File: config.mk
export PLATFORM = sky130hd
export DESIGN_NAME = ysyx_25040109_trap_seq_flat
export DESIGN_NICKNAME = d
export VERILOG_FILES = /design/src/rtl/ysyx_25040109_trap_seq_pkg.sv /design/src/rtl/ysyx_25040109_trap_seq_if.sv /design/src/rtl/ysyx_25040109_trap_seq.sv /design/src/flat_wrapper.sv
export SDC_FILE = /design/constraint.sdc
export NUM_CORES = 1
export LEC_CHECK = 0
export CAP_MARGIN = 15
export CORE_ASPECT_RATIO = 0.6
export CORE_MARGIN = 2
export CORE_UTILIZATION = 39
export DETAILED_ROUTE_END_ITERATION = 12
export GPL_ROUTABILITY_DRIVEN = 0
export PLACE_DENSITY = 0.9
export SKIP_LAST_GASP = 1
export SLEW_MARGIN = 30
export SYNTH_ARGS = -nofsm -noshare
export SYNTH_HDL_FRONTEND = slang
export SYNTH_SLANG_ARGS = --single-unit
File: constraint.sdc
create_clock -name clk -period 1.7 [get_ports clk]
set_input_delay 0.34 -clock clk [delete_from_list [all_inputs] [get_ports clk]]
set_output_delay 0.34 -clock clk [all_outputs]
set_load 0.01 [all_outputs]
File: src/rtl/ysyx_25040109_trap_seq_pkg.sv
// Shared definitions for the trap sequencer: CSR addresses, mstatus field
// positions, FSM state encoding and the request kind captured on accept.
package ysyx_25040109_trap_seq_pkg;

  localparam logic [11:0] CSR_MSTATUS = 12'h300;
  localparam logic [11:0] CSR_MTVEC   = 12'h305;
  localparam logic [11:0] CSR_MEPC    = 12'h341;
  localparam logic [11:0] CSR_MCAUSE  = 12'h342;

  localparam int MSTATUS_MIE    = 3;
  localparam int MSTATUS_MPIE   = 7;
  localparam int MSTATUS_MPP_HI = 12;
  localparam int MSTATUS_MPP_LO = 11;

  // The core only implements machine mode, so MPP is always forced to M.
  localparam logic [1:0] PRIV_M = 2'b11;

  typedef enum logic [2:0] {
    ST_IDLE      = 3'd0,
    ST_W_MEPC    = 3'd1,
    ST_W_MCAUSE  = 3'd2,
    ST_W_MSTATUS = 3'd3,
    ST_REDIRECT  = 3'd4
  } trap_state_e;

  typedef enum logic {
    KIND_EXC  = 1'b0,
    KIND_MRET = 1'b1
  } trap_kind_e;

endpackage

File: src/rtl/ysyx_25040109_trap_seq_if.sv
// Bundle between the trap sequencer, its request source (decode/execute)
// and the CSR register file write/read port. The master modport is the
// sequencer itself; the slave modport is the surrounding core.
interface ysyx_25040109_trap_seq_if #(
  parameter int DATA_WIDTH = 32
);

  logic                  exc_valid;
  logic [DATA_WIDTH-1:0] exc_cause;
  logic [DATA_WIDTH-1:0] exc_pc;
  logic                  mret_valid;
  logic [DATA_WIDTH-1:0] mtvec_in;
  logic [DATA_WIDTH-1:0] mepc_in;
  logic [DATA_WIDTH-1:0] csr_rdata;
  logic                  csr_we;
  logic [11:0]           csr_addr;
  logic [DATA_WIDTH-1:0] csr_wdata;
  logic                  redirect_valid;
  logic [DATA_WIDTH-1:0] redirect_pc;
  logic                  busy;

  modport master (
    input  exc_valid, exc_cause, exc_pc, mret_valid,
    input  mtvec_in, mepc_in, csr_rdata,
    output csr_we, csr_addr, csr_wdata,
    output redirect_valid, redirect_pc, busy
  );

  modport slave (
    output exc_valid, exc_cause, exc_pc, mret_valid,
    output mtvec_in, mepc_in, csr_rdata,
    input  csr_we, csr_addr, csr_wdata,
    input  redirect_valid, redirect_pc, busy
  );

endinterface

File: src/rtl/ysyx_25040109_trap_seq.sv
// Trap sequencer: drives the register file's single CSR write port to take
// an exception (mepc, mcause, mstatus, then redirect to mtvec) or to return
// from one (mstatus, then redirect to mepc). Stalls the core while busy.
// Optional feature macro: TRAP_MSTATUS_UPDATE_EN. When undefined the mstatus
// write step is skipped and mstatus is never touched by this block.
module ysyx_25040109_trap_seq
  import ysyx_25040109_trap_seq_pkg::*;
#(
  parameter int DATA_WIDTH = 32
) (
  input  logic                            clk,
  input  logic                            rst,
  ysyx_25040109_trap_seq_if.master        bus
);

  localparam logic [DATA_WIDTH-1:0] ALIGN_MASK = {{(DATA_WIDTH-2){1'b1}}, 2'b00};

  trap_state_e           state_q, state_d;
  trap_kind_e            kind_q, kind_d;
  logic [DATA_WIDTH-1:0] pc_q, pc_d;
  logic [DATA_WIDTH-1:0] cause_q, cause_d;
  logic [DATA_WIDTH-1:0] mstatus_upd;

  // State and request captures; a synchronous reset aborts any sequence.
  always_ff @(posedge clk) begin
    if (rst) begin
      state_q <= ST_IDLE;
      kind_q  <= KIND_EXC;
      pc_q    <= '0;
      cause_q <= '0;
    end else begin
      state_q <= state_d;
      kind_q  <= kind_d;
      pc_q    <= pc_d;
      cause_q <= cause_d;
    end
  end

  // Next-state: accept only in IDLE (exception beats mret), then step through.
  always_comb begin
    state_d = state_q;
    kind_d  = kind_q;
    pc_d    = pc_q;
    cause_d = cause_q;
    case (state_q)
      ST_IDLE: begin
        if (bus.exc_valid) begin
          kind_d  = KIND_EXC;
          pc_d    = bus.exc_pc;
          cause_d = bus.exc_cause;
          state_d = ST_W_MEPC;
        end else if (bus.mret_valid) begin
          kind_d  = KIND_MRET;
`ifdef TRAP_MSTATUS_UPDATE_EN
          state_d = ST_W_MSTATUS;
`else
          state_d = ST_REDIRECT;
`endif
        end
      end
      ST_W_MEPC:    state_d = ST_W_MCAUSE;
      ST_W_MCAUSE: begin
`ifdef TRAP_MSTATUS_UPDATE_EN
        state_d = ST_W_MSTATUS;
`else
        state_d = ST_REDIRECT;
`endif
      end
      ST_W_MSTATUS: state_d = ST_REDIRECT;
      ST_REDIRECT:  state_d = ST_IDLE;
      default:      state_d = ST_IDLE;
    endcase
  end

  // Outputs decoded from the registered state; mstatus is patched from live read data.
  always_comb begin
    bus.csr_we         = 1'b0;
    bus.csr_addr       = '0;
    bus.csr_wdata      = '0;
    bus.redirect_valid = 1'b0;
    bus.redirect_pc    = '0;
    bus.busy           = (state_q != ST_IDLE);

    mstatus_upd = bus.csr_rdata;
    mstatus_upd[MSTATUS_MPP_HI:MSTATUS_MPP_LO] = PRIV_M;
    if (kind_q == KIND_EXC) begin
      mstatus_upd[MSTATUS_MPIE] = bus.csr_rdata[MSTATUS_MIE];
      mstatus_upd[MSTATUS_MIE]  = 1'b0;
    end else begin
      mstatus_upd[MSTATUS_MIE]  = bus.csr_rdata[MSTATUS_MPIE];
      mstatus_upd[MSTATUS_MPIE] = 1'b1;
    end

    case (state_q)
      ST_W_MEPC: begin
        bus.csr_we    = 1'b1;
        bus.csr_addr  = CSR_MEPC;
        bus.csr_wdata = pc_q & ALIGN_MASK;
      end
      ST_W_MCAUSE: begin
        bus.csr_we    = 1'b1;
        bus.csr_addr  = CSR_MCAUSE;
        bus.csr_wdata = cause_q;
      end
      ST_W_MSTATUS: begin
        bus.csr_we    = 1'b1;
        bus.csr_addr  = CSR_MSTATUS;
        bus.csr_wdata = mstatus_upd;
      end
      ST_REDIRECT: begin
        bus.redirect_valid = 1'b1;
        bus.redirect_pc    = (kind_q == KIND_EXC) ? (bus.mtvec_in & ALIGN_MASK)
                                                  : bus.mepc_in;
      end
      default: ;
    endcase
  end

endmodule

File: src/flat_wrapper.sv
// flat-port wrapper written by rule: the top's interface ports become plain ports
module ysyx_25040109_trap_seq_flat import ysyx_25040109_trap_seq_pkg::*;
#(
  parameter int DATA_WIDTH = 32
)
  (clk, rst, bus_exc_valid, bus_exc_cause, bus_exc_pc, bus_mret_valid, bus_mtvec_in, bus_mepc_in, bus_csr_rdata, bus_csr_we, bus_csr_addr, bus_csr_wdata, bus_redirect_valid, bus_redirect_pc, bus_busy);
  ysyx_25040109_trap_seq_if #(.DATA_WIDTH(DATA_WIDTH)) bus_i ();
  input  logic clk;
  input  logic rst;
  input wire logic [$bits(bus_i.exc_valid)-1:0] bus_exc_valid;
  input wire logic [$bits(bus_i.exc_cause)-1:0] bus_exc_cause;
  input wire logic [$bits(bus_i.exc_pc)-1:0] bus_exc_pc;
  input wire logic [$bits(bus_i.mret_valid)-1:0] bus_mret_valid;
  input wire logic [$bits(bus_i.mtvec_in)-1:0] bus_mtvec_in;
  input wire logic [$bits(bus_i.mepc_in)-1:0] bus_mepc_in;
  input wire logic [$bits(bus_i.csr_rdata)-1:0] bus_csr_rdata;
  output wire logic [$bits(bus_i.csr_we)-1:0] bus_csr_we;
  output wire logic [$bits(bus_i.csr_addr)-1:0] bus_csr_addr;
  output wire logic [$bits(bus_i.csr_wdata)-1:0] bus_csr_wdata;
  output wire logic [$bits(bus_i.redirect_valid)-1:0] bus_redirect_valid;
  output wire logic [$bits(bus_i.redirect_pc)-1:0] bus_redirect_pc;
  output wire logic [$bits(bus_i.busy)-1:0] bus_busy;
  assign bus_i.exc_valid = bus_exc_valid;
  assign bus_i.exc_cause = bus_exc_cause;
  assign bus_i.exc_pc = bus_exc_pc;
  assign bus_i.mret_valid = bus_mret_valid;
  assign bus_i.mtvec_in = bus_mtvec_in;
  assign bus_i.mepc_in = bus_mepc_in;
  assign bus_i.csr_rdata = bus_csr_rdata;
  assign bus_csr_we = bus_i.csr_we;
  assign bus_csr_addr = bus_i.csr_addr;
  assign bus_csr_wdata = bus_i.csr_wdata;
  assign bus_redirect_valid = bus_i.redirect_valid;
  assign bus_redirect_pc = bus_i.redirect_pc;
  assign bus_busy = bus_i.busy;
  ysyx_25040109_trap_seq #(.DATA_WIDTH(DATA_WIDTH)) u_core (.clk(clk), .rst(rst), .bus(bus_i));
endmodule
==> key figures, run 1 <==
Synthesis
  • Synth cell count leaders: nand2b_1 (128), mux2i_1 (120), dfxtp_1 (66)
  • Synth Register Bits: 66
  • Ys Warns: 0
  • Most frequent cell after synthesis: nand2b_1
  • Post-Syn Instances: 488
  • Synth top area cells: dfxtp_1 (31%), mux2i_1 (28%), nand2b_1 (19%)
  • Async SR Flop Fraction: 0%
  • Seq/Total Area, Yosys: 30.7%
  • Top_reg_cell synth: dfxtp_1
  • Mapped Area: 4300 um2
  • Syn avg cell area: 8.81 um2
  • Synth top area share: 30.7%
  • Count of cell types in the netlist: 32
  • Post-synth EDFFs: 0
  • Area leader, netlist: dfxtp_1

CTS
  • Clock sink total: 66
  • CTS tree: built
  • Clock root buffer master: clkbuf_16
  • Worst skew pair latency: 0.33 ns
  • Reg clk slew, reported paths: 0.06 ns
  • CTS Buf Count: 9
  • Post-CTS Hold Buffers: 0
  • CTS HTree Levels: 3
  • Clock Path Buffers: 2

Critical path
  • Worst-path fanout max: 6
  • R2R setup slack: -0.07 ns
  • R2R Path Start: u_core.state_q[2]
  • Worst r2r path cells: 7
  • Crit Path Category: reg2out
  • Worst setup SP type: flip-flop
  • Crit end category: output port
  • CP required: 1.36 ns
  • Critical R2R Capture: u_core.pc_q[12]
  • Worst path arrival time: 1.70 ns

Finish
  • Area grow syn2layout: 86.3%
  • Non-Filler Instances: 881
  • Fillers: 693
  • Layout cell share with drive strength beyond 1: 30.2%
  • Design Area, Final: 8010 um2
  • Final net count: 901
  • Final core utilization: 75.1%
  • # diodes: 0

GRT
  • Initial antenna violation count: 0
  • Largest net degree at the start of global routing: 129
  • Remaining Overflow, GRT: 0
  • First-pass GRT wire length: 23300 um
  • Vias in the first global route: 4580
  • All-Layer GR Usage: 24.7%

Die
  • Top-Level Pins: 243
  • Effective utilization at floorplan: 40.3%
  • Num rows: 29
  • Core area: 10700 um2
  • Die Y: 85.3 um
  • Die X: 140 um
  • Die Footprint: 11900 um2

Drt
  • Final routed DRC violation total: 0
  • Initial drt markers: 179
  • Total routed wirelength: 16400 um
  • Post-DR wirelength/cell: 18.6 um
  • Vias per cell: 5.07
  • DR pass1 iterations: 4
  • DRT antenna net count: 0
  • Vias: 4469

Timing
  • Part of the cycle the worst path needs: 120%
  • TNS Setup: -12.94 ns
  • F_max: 0.491 GHz
  • Clock Skew: 0.00685 ns
  • Finish-stage setup viols: 96
  • Unrepaired setup endpoints after global routing: true
  • Final Max Slew Viols: 0
  • Final min period: 2.04 ns
  • Final worst slack: -0.337 ns
  • Final hold violation count: 0

Min path
  • Hold endpoint: u_core.pc_q[21]
  • Worst hold path class: reg2reg
  • Hold_sp: u_core.pc_q[21]
  • Hold depth: 2

Placement
  • Post-Place Cells: 842
  • Dpl cell area: 6860 um2
  • Buffers on Ports: 229
  • Hpwl dp: 10800 um

Power
  • P_leak: 3.10 nW
  • Peak VDD IR: 0.000530 V
  • PwrDens: 664 nW/um2
  • Tot Pwr: 5.32 mW

Outcome
  • Violated checks: negative setup slack
  • Status: complete, but fails checks

Flow run
  • Max-cap violations: 0
[stage by stage]
step	worst slack, ns	hold WS, ns
2_1_floorplan	0.0779	0.444
6_report	-0.337	0.478
3_3_place_gp	-0.379	0.456
3_5_place_dp	-0.365	0.465
5_1_grt	-0.341	0.496
4_1_cts	-0.286	0.477
[per-layer routing]
metal | routed length (um) | global-route usage [%]
met3 | 1120 | 7.11
met4 | 591 | 10.4
met2 | 7800 | 42.1
met5 | 0 | 0
met1 | 6870 | 29.4
[cells in the final DEF (no fill, tap or decap), drive strengths merged, types with 2 or more instances in the layout]
cell,instances
clkinv,4
nand2b,128
o21ai,2
conb,7
and3,2
nor2,38
nand2,2
clkdlybuf4s15,3
mux2i,120
inv,22
o32ai,20
a211oi,7
clkdlybuf4s50,156
a21oi,9
clkbuf,19
buf,121
dfxtp,66
nor3b,3
[sequential cells by signal, summed over array words and instances, names as in the netlist]
register and cells:
u_core.kind_q 1, u_core.state_q 3, u_core.cause_q 32, u_core.pc_q 30
[power breakdown]
| part | switching [mW] | internal (mW) | total [mW] | leakage (nW) |
|---|---|---|---|---|
| clock | 0.695 | 1.17 | 1.87 | 0.149 |
| sequential | 0.0846 | 1.67 | 1.75 | 0.545 |
| combinational | 0.700 | 1.00 | 1.70 | 2.40 |
| total | 1.48 | 3.84 | 5.32 | 3.10 |
[cell type report]
| class | instances | area [um2] | share of cell area [%] |
|---|---|---|---|
| multi-input combinational | 350 | 3140 | 39.2 |
| sequential | 66 | 1330 | 16.6 |
| clock inverter | 5 | 53.8 | 0.672 |
| tap | 139 | 174 | 2.17 |
| inverter | 22 | 82.6 | 1.03 |
| timing repair buffer | 288 | 2990 | 37.3 |
| clock buffer | 11 | 243 | 3.03 |
[worst max path at each step]
stage,end,cells after the start,startpoint
2_1_floorplan,bus_csr_addr[9],6,u_core.state_q[1]
5_1_grt,bus_redirect_pc[15],4,u_core.state_q[1]
3_3_place_gp,bus_csr_wdata[3],4,bus_csr_rdata[7]
6_report,bus_redirect_pc[15],4,u_core.state_q[1]
4_1_cts,bus_redirect_pc[13],4,u_core.state_q[1]
3_5_place_dp,bus_csr_wdata[3],4,bus_csr_rdata[7]
[cell families after synthesis]
| logic type | after synthesis | synth area share, % |
|---|---|---|
| flip-flops | 66 | 30.7 |
| AO/OA/AOI/OAI | 42 | 7.42 |
| AND/OR/NAND/NOR | 181 | 24.5 |
| multiplexers | 120 | 27.9 |
| buffers and inverters | 78 | 9.31 |
| other | 1 | 0.0872 |
[critical path, cell delays in order (launching register included)]
cell and delay (ns):
dfxtp_4 0.36, or3b_4 0.49, buf_6 0.17, nor2_1 0.16, buf_2 0.17
[repair_timing]
action,4_1_cts,5_1_grt
setup endpoints to repair,133,132
pin swaps,5,36
gates cloned,4,8
buffers inserted,3,8
resized for setup,309,153
Note: power is estimated with default switching activity, not from simulation.
==> inputs of run 2 (changes only) <==
--- a/config.mk
+++ b/config.mk
@@ -6,12 +6,14 @@
 export NUM_CORES = 1
 export LEC_CHECK = 0
 export CAP_MARGIN = 15
+export CELL_PAD_IN_SITES_DETAIL_PLACEMENT = 0
+export CELL_PAD_IN_SITES_GLOBAL_PLACEMENT = 1
 export CORE_ASPECT_RATIO = 0.6
 export CORE_MARGIN = 2
-export CORE_UTILIZATION = 39
+export CORE_UTILIZATION = 27
 export DETAILED_ROUTE_END_ITERATION = 12
 export GPL_ROUTABILITY_DRIVEN = 0
-export PLACE_DENSITY = 0.9
+export PLACE_DENSITY = 0.89
 export SKIP_LAST_GASP = 1
 export SLEW_MARGIN = 30
 export SYNTH_ARGS = -nofsm -noshare
==> run 2 against run 1 <==
Against the previous run:
- the run still ends with negative setup slack left
- non-clock buffer count up 10
- design area up 2.7%
- register-to-register slack better by 0.03 ns
- highest routed layer unchanged
==> key figures, run 2 (synthesis results as in run 1) <==
CTS
  • Worst skew pair latency: 0.33 ns (about the same)
  • CTS tree: built (unchanged)
  • Reg clk slew, reported paths: 0.06 ns (about the same)
  • Clock sink total: 66 (unchanged)
  • CTS Buf Count: 9 (unchanged)
  • Clock Path Buffers: 2 (unchanged)
  • Clock root buffer master: clkbuf_16 (unchanged)
  • CTS HTree Levels: 3 (unchanged)
  • Post-CTS Hold Buffers: 0 (unchanged)

Critical path
  • Worst path arrival time: 1.67 ns (was 1.70 ns)
  • Worst-path fanout max: 5 (was 6)
  • Crit Path Category: reg2out (unchanged)
  • CP required: 1.36 ns (about the same)
  • Crit end category: output port (unchanged)
  • Worst setup SP type: flip-flop (unchanged)

Timing
  • Final Max Slew Viols: 0 (unchanged)
  • F_max: 0.498 GHz (was 0.491 GHz)
  • Final min period: 2.01 ns (was 2.04 ns)
  • Finish-stage setup viols: 78 (was 96)
  • Part of the cycle the worst path needs: 118% (was 120%)
  • Clock Skew: 0.00834 ns (was 0.00685 ns)
  • Unrepaired setup endpoints after global routing: true (unchanged)
  • TNS Setup: -13.92 ns (was -12.94 ns)
  • Final worst slack: -0.307 ns (was -0.337 ns)
  • Final hold violation count: 0 (unchanged)

Finish
  • Largest registers: u_core.cause_q: 32 flops, u_core.pc_q: 30 flops, u_core.state_q: 3 flops (unchanged)
  • Layout cell share with drive strength beyond 1: 32.2% (was 30.2%)
  • Multi-input logic area: 3290 um2 (was 3140 um2)
  • Fillers: 1387 (was 693)
  • Final core utilization: 53.2% (was 75.1%)
  • Commonest non-fill, non-tap cell in the layout: clkdlybuf4s50_1 (unchanged)
  • Area grow syn2layout: 91.3% (was 86.3%)
  • Non-Filler Instances: 956 (was 881)
  • Design Area, Final: 8220 um2 (was 8010 um2)
  • Largest Register: u_core.cause_q (unchanged)
  • Area taken by flip-flops and latches: 1330 um2 (about the same)
  • Commonest non-fill, non-tap cells in the layout: clkdlybuf4s50_1 (156), nand2b_1 (126), mux2i_1 (103) (was clkdlybuf4s50_1 (156), nand2b_1 (126), mux2i_1 (105))
  • Final net count: 911 (was 901)
  • Max reg flops: 32 (unchanged)

Die
  • Die X: 167 um (was 140 um)
  • Die Footprint: 17000 um2 (was 11900 um2)
  • Core area: 15500 um2 (was 10700 um2)
  • Top-Level Pins: 243 (unchanged)
  • Effective utilization at floorplan: 27.8% (was 40.3%)
  • Num rows: 35 (was 29)
  • Die Y: 102 um (was 85.3 um)

Drt
  • Vias per cell: 4.57 (was 5.07)
  • DR pass1 iterations: 5 (was 4)
  • Initial drt markers: 146 (was 179)
  • Final routed DRC violation total: 0 (unchanged)
  • Total routed wirelength: 16800 um (was 16400 um)
  • Vias: 4371 (was 4469)
  • Post-DR wirelength/cell: 17.6 um (was 18.6 um)
  • DRT antenna net count: 0 (unchanged)

Power
  • Sequential Power Share: 32.7% (was 32.9%)
  • Net Sw Frac: 29.2% (was 27.8%)
  • Peak VDD IR: 0.000444 V (was 0.000530 V)
  • Combinational power share: 31.5% (was 32.0%)
  • P_leak: 3.13 nW (was 3.10 nW)
  • Sw Pwr: 1.56 mW (was 1.48 mW)
  • Clock share of power: 35.8% (was 35.1%)
  • PwrDens: 651 nW/um2 (was 664 nW/um2)
  • Int Pwr: 3.79 mW (was 3.84 mW)

GRT
  • Remaining Overflow, GRT: 0 (unchanged)
  • Largest net degree at the start of global routing: 129 (unchanged)
  • All-Layer GR Usage: 17.5% (was 24.7%)
  • Vias in the first global route: 4539 (was 4580)
  • First-pass GRT wire length: 23500 um (was 23300 um)
  • Initial antenna violation count: 0 (unchanged)

Placement
  • Dpl cell area: 7030 um2 (was 6860 um2)
  • Hpwl dp: 11200 um (was 10800 um)
  • Buffers on Ports: 229 (unchanged)
  • Place WS: -0.457 ns (was -0.365 ns)
  • Post-Place Cells: 918 (was 842)

Outcome
  • Violated checks: negative setup slack (unchanged)
  • Status: complete, but fails checks (unchanged)

Flow run
  • Max-cap violations: 0 (unchanged)

Min path
  • Worst hold path class: reg2reg (unchanged)
run 2: critical path, stage by stage (launching register included):
cell and delay [ns]:
dfxtp_4 0.37, or3b_4 0.47, buf_12 0.18, buf_6 0.11
nor2_1 0.08, buf_2 0.14
run 2: final timing paths:
| path | from | end | slack, ns | cells past startpoint |
|---|---|---|---|---|
| setup / recovery | u_core.state_q[1] | bus_redirect_pc[22] | -0.31 | 5 |
| hold / removal | u_core.cause_q[14] | u_core.cause_q[14] | 0.47 | 2 |
| setup reg to reg | u_core.state_q[1] | u_core.cause_q[29] | -0.04 | 7 |
| hold reg to reg | u_core.cause_q[14] | u_core.cause_q[14] | 0.47 | 2 |
run 2: layout make-up:
type / instances / area share (%)
flip-flops and latches: 66 / 16.2
multi-input cells: 350 / 40.1
inverters: 22 / 1.07
clock inverters: 7 / 0.943
clock buffers: 9 / 2.74
diodes: 1 / 0.0304
well taps: 203 / 3.09
repair buffers: 298 / 35.8
run 2: metrics by stage:
step	hold slack, ns	power [mW]
5_1_grt	0.492	5.57
3_5_place_dp	0.460	3.17
6_report	0.473	5.35
3_3_place_gp	0.459	3.14
2_1_floorplan	0.444	2.42
4_1_cts	0.475	5.14
run 2: power groups by stage:
stage                     registers [mW]  logic, mW  clock network, mW
after floorplan                     1.74      0.674                  0
after global placement              1.76       1.37                  0
after detailed placement            1.77       1.40                  0
after CTS                           1.74       1.44               1.96
after global routing                1.76       1.80               2.01
final                               1.75       1.69               1.92
run 2: layer usage:
| layer | vias to the layer above | share of wire (%) | track usage, % |
|---|---|---|---|
| met5 | - | 0 | 0 |
| met4 | 0 | 0.62 | 3.25 |
| met3 | 11 | 7.7 | 6.53 |
| met2 | 144 | 50 | 32.1 |
| met1 | 2062 | 42 | 19.8 |
| li1 | 2154 | - | - |
run 2: repair_timing:
action	CTS	global route
endpoints found under the setup margin	72	72
buffers inserted	7	10
resized for setup	301	175
pin swaps	8	28
gates cloned	2	7
==> inputs of run 3 (changes only) <==
--- a/config.mk
+++ b/config.mk
@@ -5,15 +5,16 @@
 export SDC_FILE = /design/constraint.sdc
 export NUM_CORES = 1
 export LEC_CHECK = 0
+export ABC_AREA = 1
 export CAP_MARGIN = 15
 export CELL_PAD_IN_SITES_DETAIL_PLACEMENT = 0
 export CELL_PAD_IN_SITES_GLOBAL_PLACEMENT = 1
 export CORE_ASPECT_RATIO = 0.6
 export CORE_MARGIN = 2
-export CORE_UTILIZATION = 27
+export CORE_UTILIZATION = 22
 export DETAILED_ROUTE_END_ITERATION = 12
 export GPL_ROUTABILITY_DRIVEN = 0
-export PLACE_DENSITY = 0.89
+export PLACE_DENSITY = 0.88
 export SKIP_LAST_GASP = 1
 export SLEW_MARGIN = 30
 export SYNTH_ARGS = -nofsm -noshare
==> constraint.sdc (replaced) <==
create_clock -name clk -period 2.1 [get_ports clk]
set_input_delay 0.42 -clock clk [delete_from_list [all_inputs] [get_ports clk]]
set_output_delay 0.42 -clock clk [all_outputs]
set_load 0.01 [all_outputs]
==> run 3 against run 2 <==
Against the previous run:
- the run still ends with negative setup slack left
- synthesized area shrank 20%
- register-to-register slack improved by 0.68 ns
- count of clock-buffer cells in the layout increased by 2
- sequential share of layout area rose by 4.4 points
- routed wire length shrank 18%
- worst setup slack improved by 0.20 ns
- sequential power is 20% lower
- via count is 4.2% lower
- cell count increased by 4.0%
- synthesized cell count increased by 12%
- critical path type unchanged
- critical endpoint is now bus_csr_wdata[28]
==> key figures, run 3 <==
Finish
  • Commonest non-fill, non-tap cell in the layout: clkdlybuf4s50_1 (unchanged)
  • Final core utilization: 42.0% (was 53.2%)
  • Fillers: 1630 (was 1387)
  • Non-Filler Instances: 994 (was 956)
  • Area grow syn2layout: 86.7% (was 91.3%)
  • Largest registers: u_core.cause_q: 32 flops, u_core.pc_q: 30 flops, u_core.state_q: 3 flops (unchanged)
  • Max reg flops: 32 (unchanged)
  • # diodes: 0 (was 1)
  • Largest Register: u_core.cause_q (unchanged)
  • Commonest non-fill, non-tap cells in the layout: clkdlybuf4s50_1 (158), nand2_1 (155), nand3_1 (90) (was clkdlybuf4s50_1 (156), nand2b_1 (126), mux2i_1 (103))
  • Final net count: 950 (was 911)
  • Layout cell share with drive strength beyond 1: 14.3% (was 32.2%)

Die
  • Top-Level Pins: 243 (unchanged)
  • Die Footprint: 16800 um2 (was 17000 um2)
  • Num rows: 35 (unchanged)
  • Die Y: 101 um (was 102 um)
  • Effective utilization at floorplan: 22.5% (was 27.8%)
  • Core area: 15400 um2 (was 15500 um2)
  • Die X: 166 um (was 167 um)

Placement
  • Post-Place Cells: 967 (was 918)
  • Place WS: -0.0799 ns (was -0.457 ns)
  • Buffers on Ports: 229 (unchanged)
  • Hpwl dp: 10300 um (was 11200 um)

Synthesis
  • Post-synth EDFFs: 0 (unchanged)
  • Synth top area share: 38.2% (was 30.7%)
  • Async SR Flop Fraction: 0% (unchanged)
  • Synth Register Bits: 66 (unchanged)
  • Ys Warns: 0 (unchanged)
  • Post-Syn Instances: 545 (was 488)
  • Syn avg cell area: 6.34 um2 (was 8.81 um2)
  • Count of cell types in the netlist: 20 (was 32)
  • Most frequent cell after synthesis: nand2_1 (was nand2b_1)
  • Mapped Area: 3450 um2 (was 4300 um2)
  • Seq/Total Area, Yosys: 38.2% (was 30.7%)
  • Top_reg_cell synth: dfxtp_1 (unchanged)
  • Area leader, netlist: dfxtp_1 (unchanged)
  • Synth top area cells: dfxtp_1 (38%), nand2_1 (17%), nand3_1 (13%) (was dfxtp_1 (31%), mux2i_1 (28%), nand2b_1 (19%))
  • Synth cell count leaders: nand2_1 (158), nand3_1 (93), inv_1 (67) (was nand2b_1 (128), mux2i_1 (120), dfxtp_1 (66))

Timing
  • Clock Skew: 0.00509 ns (was 0.00834 ns)
  • Hold_ws: 0.473 ns (about the same)
  • Final min period: 2.20 ns
  • Finish-stage setup viols: 12 (was 78)
  • Final hold violation count: 0 (unchanged)
  • F_max: 0.454 GHz
  • Final Max Slew Viols: 0 (unchanged)
  • Part of the cycle the worst path needs: 105%
  • Final worst slack: -0.104 ns (was -0.307 ns)
  • TNS Setup: -0.235 ns (was -13.92 ns)
  • Unrepaired setup endpoints after global routing: true (unchanged)

Power
  • Combinational power share: 22.0% (was 31.5%)
  • PwrDens: 613 nW/um2 (was 651 nW/um2)
  • Sequential Power Share: 35.4% (was 32.7%)
  • Peak VDD IR: 0.000339 V (was 0.000444 V)
  • Net Sw Frac: 25.7% (was 29.2%)
  • Int Pwr: 2.94 mW (was 3.79 mW)
  • P_leak: 3.05 nW (was 3.13 nW)
  • Sw Pwr: 1.02 mW (was 1.56 mW)
  • Clock share of power: 42.6% (was 35.8%)

Critical path
  • WP buf/inv: 3 (unchanged)
  • R2R Path Start: u_core.state_q[0] (was u_core.state_q[1])
  • Slowest-stage cell, CP: clkdlybuf4s50_1 (was or3b_4)
  • Worst-path fanout max: 11 (was 5)
  • CP max stage delay: 0.53 ns (was 0.47 ns)
  • Crit path max-delay family: buffers and inverters (was simple AND/OR/NAND/NOR gates)
  • Worst setup SP type: flip-flop (unchanged)
  • Crit Path Category: reg2out (unchanged)
  • CP startpoint: u_core.state_q[2] (was u_core.state_q[1])
  • CP required: 1.68 ns (was 1.36 ns)
  • Crit end category: output port (unchanged)
  • Worst path arrival time: 1.78 ns (was 1.67 ns)
  • Worst-path cell chain: inv_2 -> nand2_2 -> nor2_4 -> buf_12 -> nand2_1 -> nand3_1 -> clkdlybuf4s50_1 (was or3b_4 -> buf_12 -> buf_6 -> nor2_1 -> buf_2)

CTS
  • Reg clk slew, reported paths: 0.05 ns (was 0.06 ns)
  • CTS tree: built (unchanged)
  • Post-CTS Hold Buffers: 0 (unchanged)
  • CTS Buf Count: 9 (unchanged)
  • Clock Path Buffers: 2 (unchanged)
  • Clock root buffer master: clkbuf_16 (unchanged)
  • CTS HTree Levels: 3 (unchanged)
  • Clock sink total: 66 (unchanged)
  • Worst skew pair latency: 0.33 ns (about the same)

Drt
  • Vias: 4187 (was 4371)
  • Initial drt markers: 243 (was 146)
  • Vias per cell: 4.21 (was 4.57)
  • Total routed wirelength: 13800 um (was 16800 um)
  • Final routed DRC violation total: 0 (unchanged)
  • Post-DR wirelength/cell: 13.9 um (was 17.6 um)
  • DRT antenna net count: 0 (unchanged)
  • DR pass1 iterations: 4 (was 5)

GRT
  • All-Layer GR Usage: 15.9% (was 17.5%)
  • Remaining Overflow, GRT: 0 (unchanged)
  • First-pass GRT wire length: 21000 um (was 23500 um)
  • Initial antenna violation count: 0 (unchanged)
  • Vias in the first global route: 4003 (was 4539)
  • Largest net degree at the start of global routing: 64 (was 129)

Flow run
  • Max-cap violations: 0 (unchanged)

Outcome
  • Violated checks: negative setup slack (unchanged)
  • Status: complete, but fails checks (unchanged)

Min path
  • Worst hold path class: reg2reg (unchanged)
  • Hold_sp: u_core.cause_q[24] (was u_core.cause_q[14])
run 3: cell count changes in the layout (fill, tap and decap cells not counted), moves of 29 or more:
cell      change
buf_2        -36
inv_1        +45
mux2i_1     -103
nand2_1     +153
nand2b_1    -126
nand3_1      +90
o21ai_0      +35
o21ai_1      +29
run 3: power by group through the flow:
stage / sequential, mW / combinational [mW] / clock (mW)
after floorplan: 1.42 / 0.344 / 0
after global placement: 1.42 / 0.885 / 0
after detailed placement: 1.43 / 0.886 / 0
after CTS: 1.40 / 0.862 / 1.74
after global routing: 1.41 / 0.951 / 1.80
final: 1.40 / 0.869 / 1.68
run 3: worst min-delay path: stages, from the launching register on:
cell and delay (ns):
dfxtp_1 0.31, nand3_1 0.07, o21ai_1 0.05
run 3: through the flow:
step	cell area [um2]	power, mW
final	6450	3.95
after global routing	6450	4.16
after CTS	6410	4.01
after detailed placement	6090	2.31
after global placement	6090	2.31
after floorplan	3480	1.76
run 3: worst paths after layout:
path | cells after the start | slack, ns | endpoint
worst min-delay path | 2 | 0.47 | u_core.cause_q[24]
worst max register to register | 7 | 0.64 | u_core.cause_q[21]
worst min register to register | 2 | 0.47 | u_core.cause_q[24]
worst max-delay path | 7 | -0.10 | bus_csr_wdata[28]
run 3: cells by family after synthesis:
family,synth area share (%)
buffers and inverters,14.3
and+or+nand+nor,33.3
AOI/OAI and AO/OA,14.1
DFF,38.2
other,0.109
run 3: metal layers:
metal / part of all wire [%] / global-route usage (%)
met1: 53 / 23.3
met2: 41 / 22.5
met3: 5.3 / 4.91
met4: 0.84 / 3.21
met5: 0 / 0
run 3: cell type report:
type | count | area [um2] | share of cell area (%)
multi-input combinational | 369 | 1710 | 26.6
sequential | 66 | 1330 | 20.6
clock buffer | 11 | 253 | 3.92
tap | 203 | 254 | 3.94
clock inverter | 5 | 85.1 | 1.32
timing repair buffer | 271 | 2560 | 39.7
inverter | 69 | 259 | 4.01
run 3: repair_timing:
item | 4_1_cts | 5_1_grt
endpoints found under the setup margin | 71 | 54
gates cloned | 0 | 1
pin swaps | 2 | 1
gates resized for setup | 130 | 68
endpoints found under the hold margin | 0 | 0
buffers inserted | 8 | 6
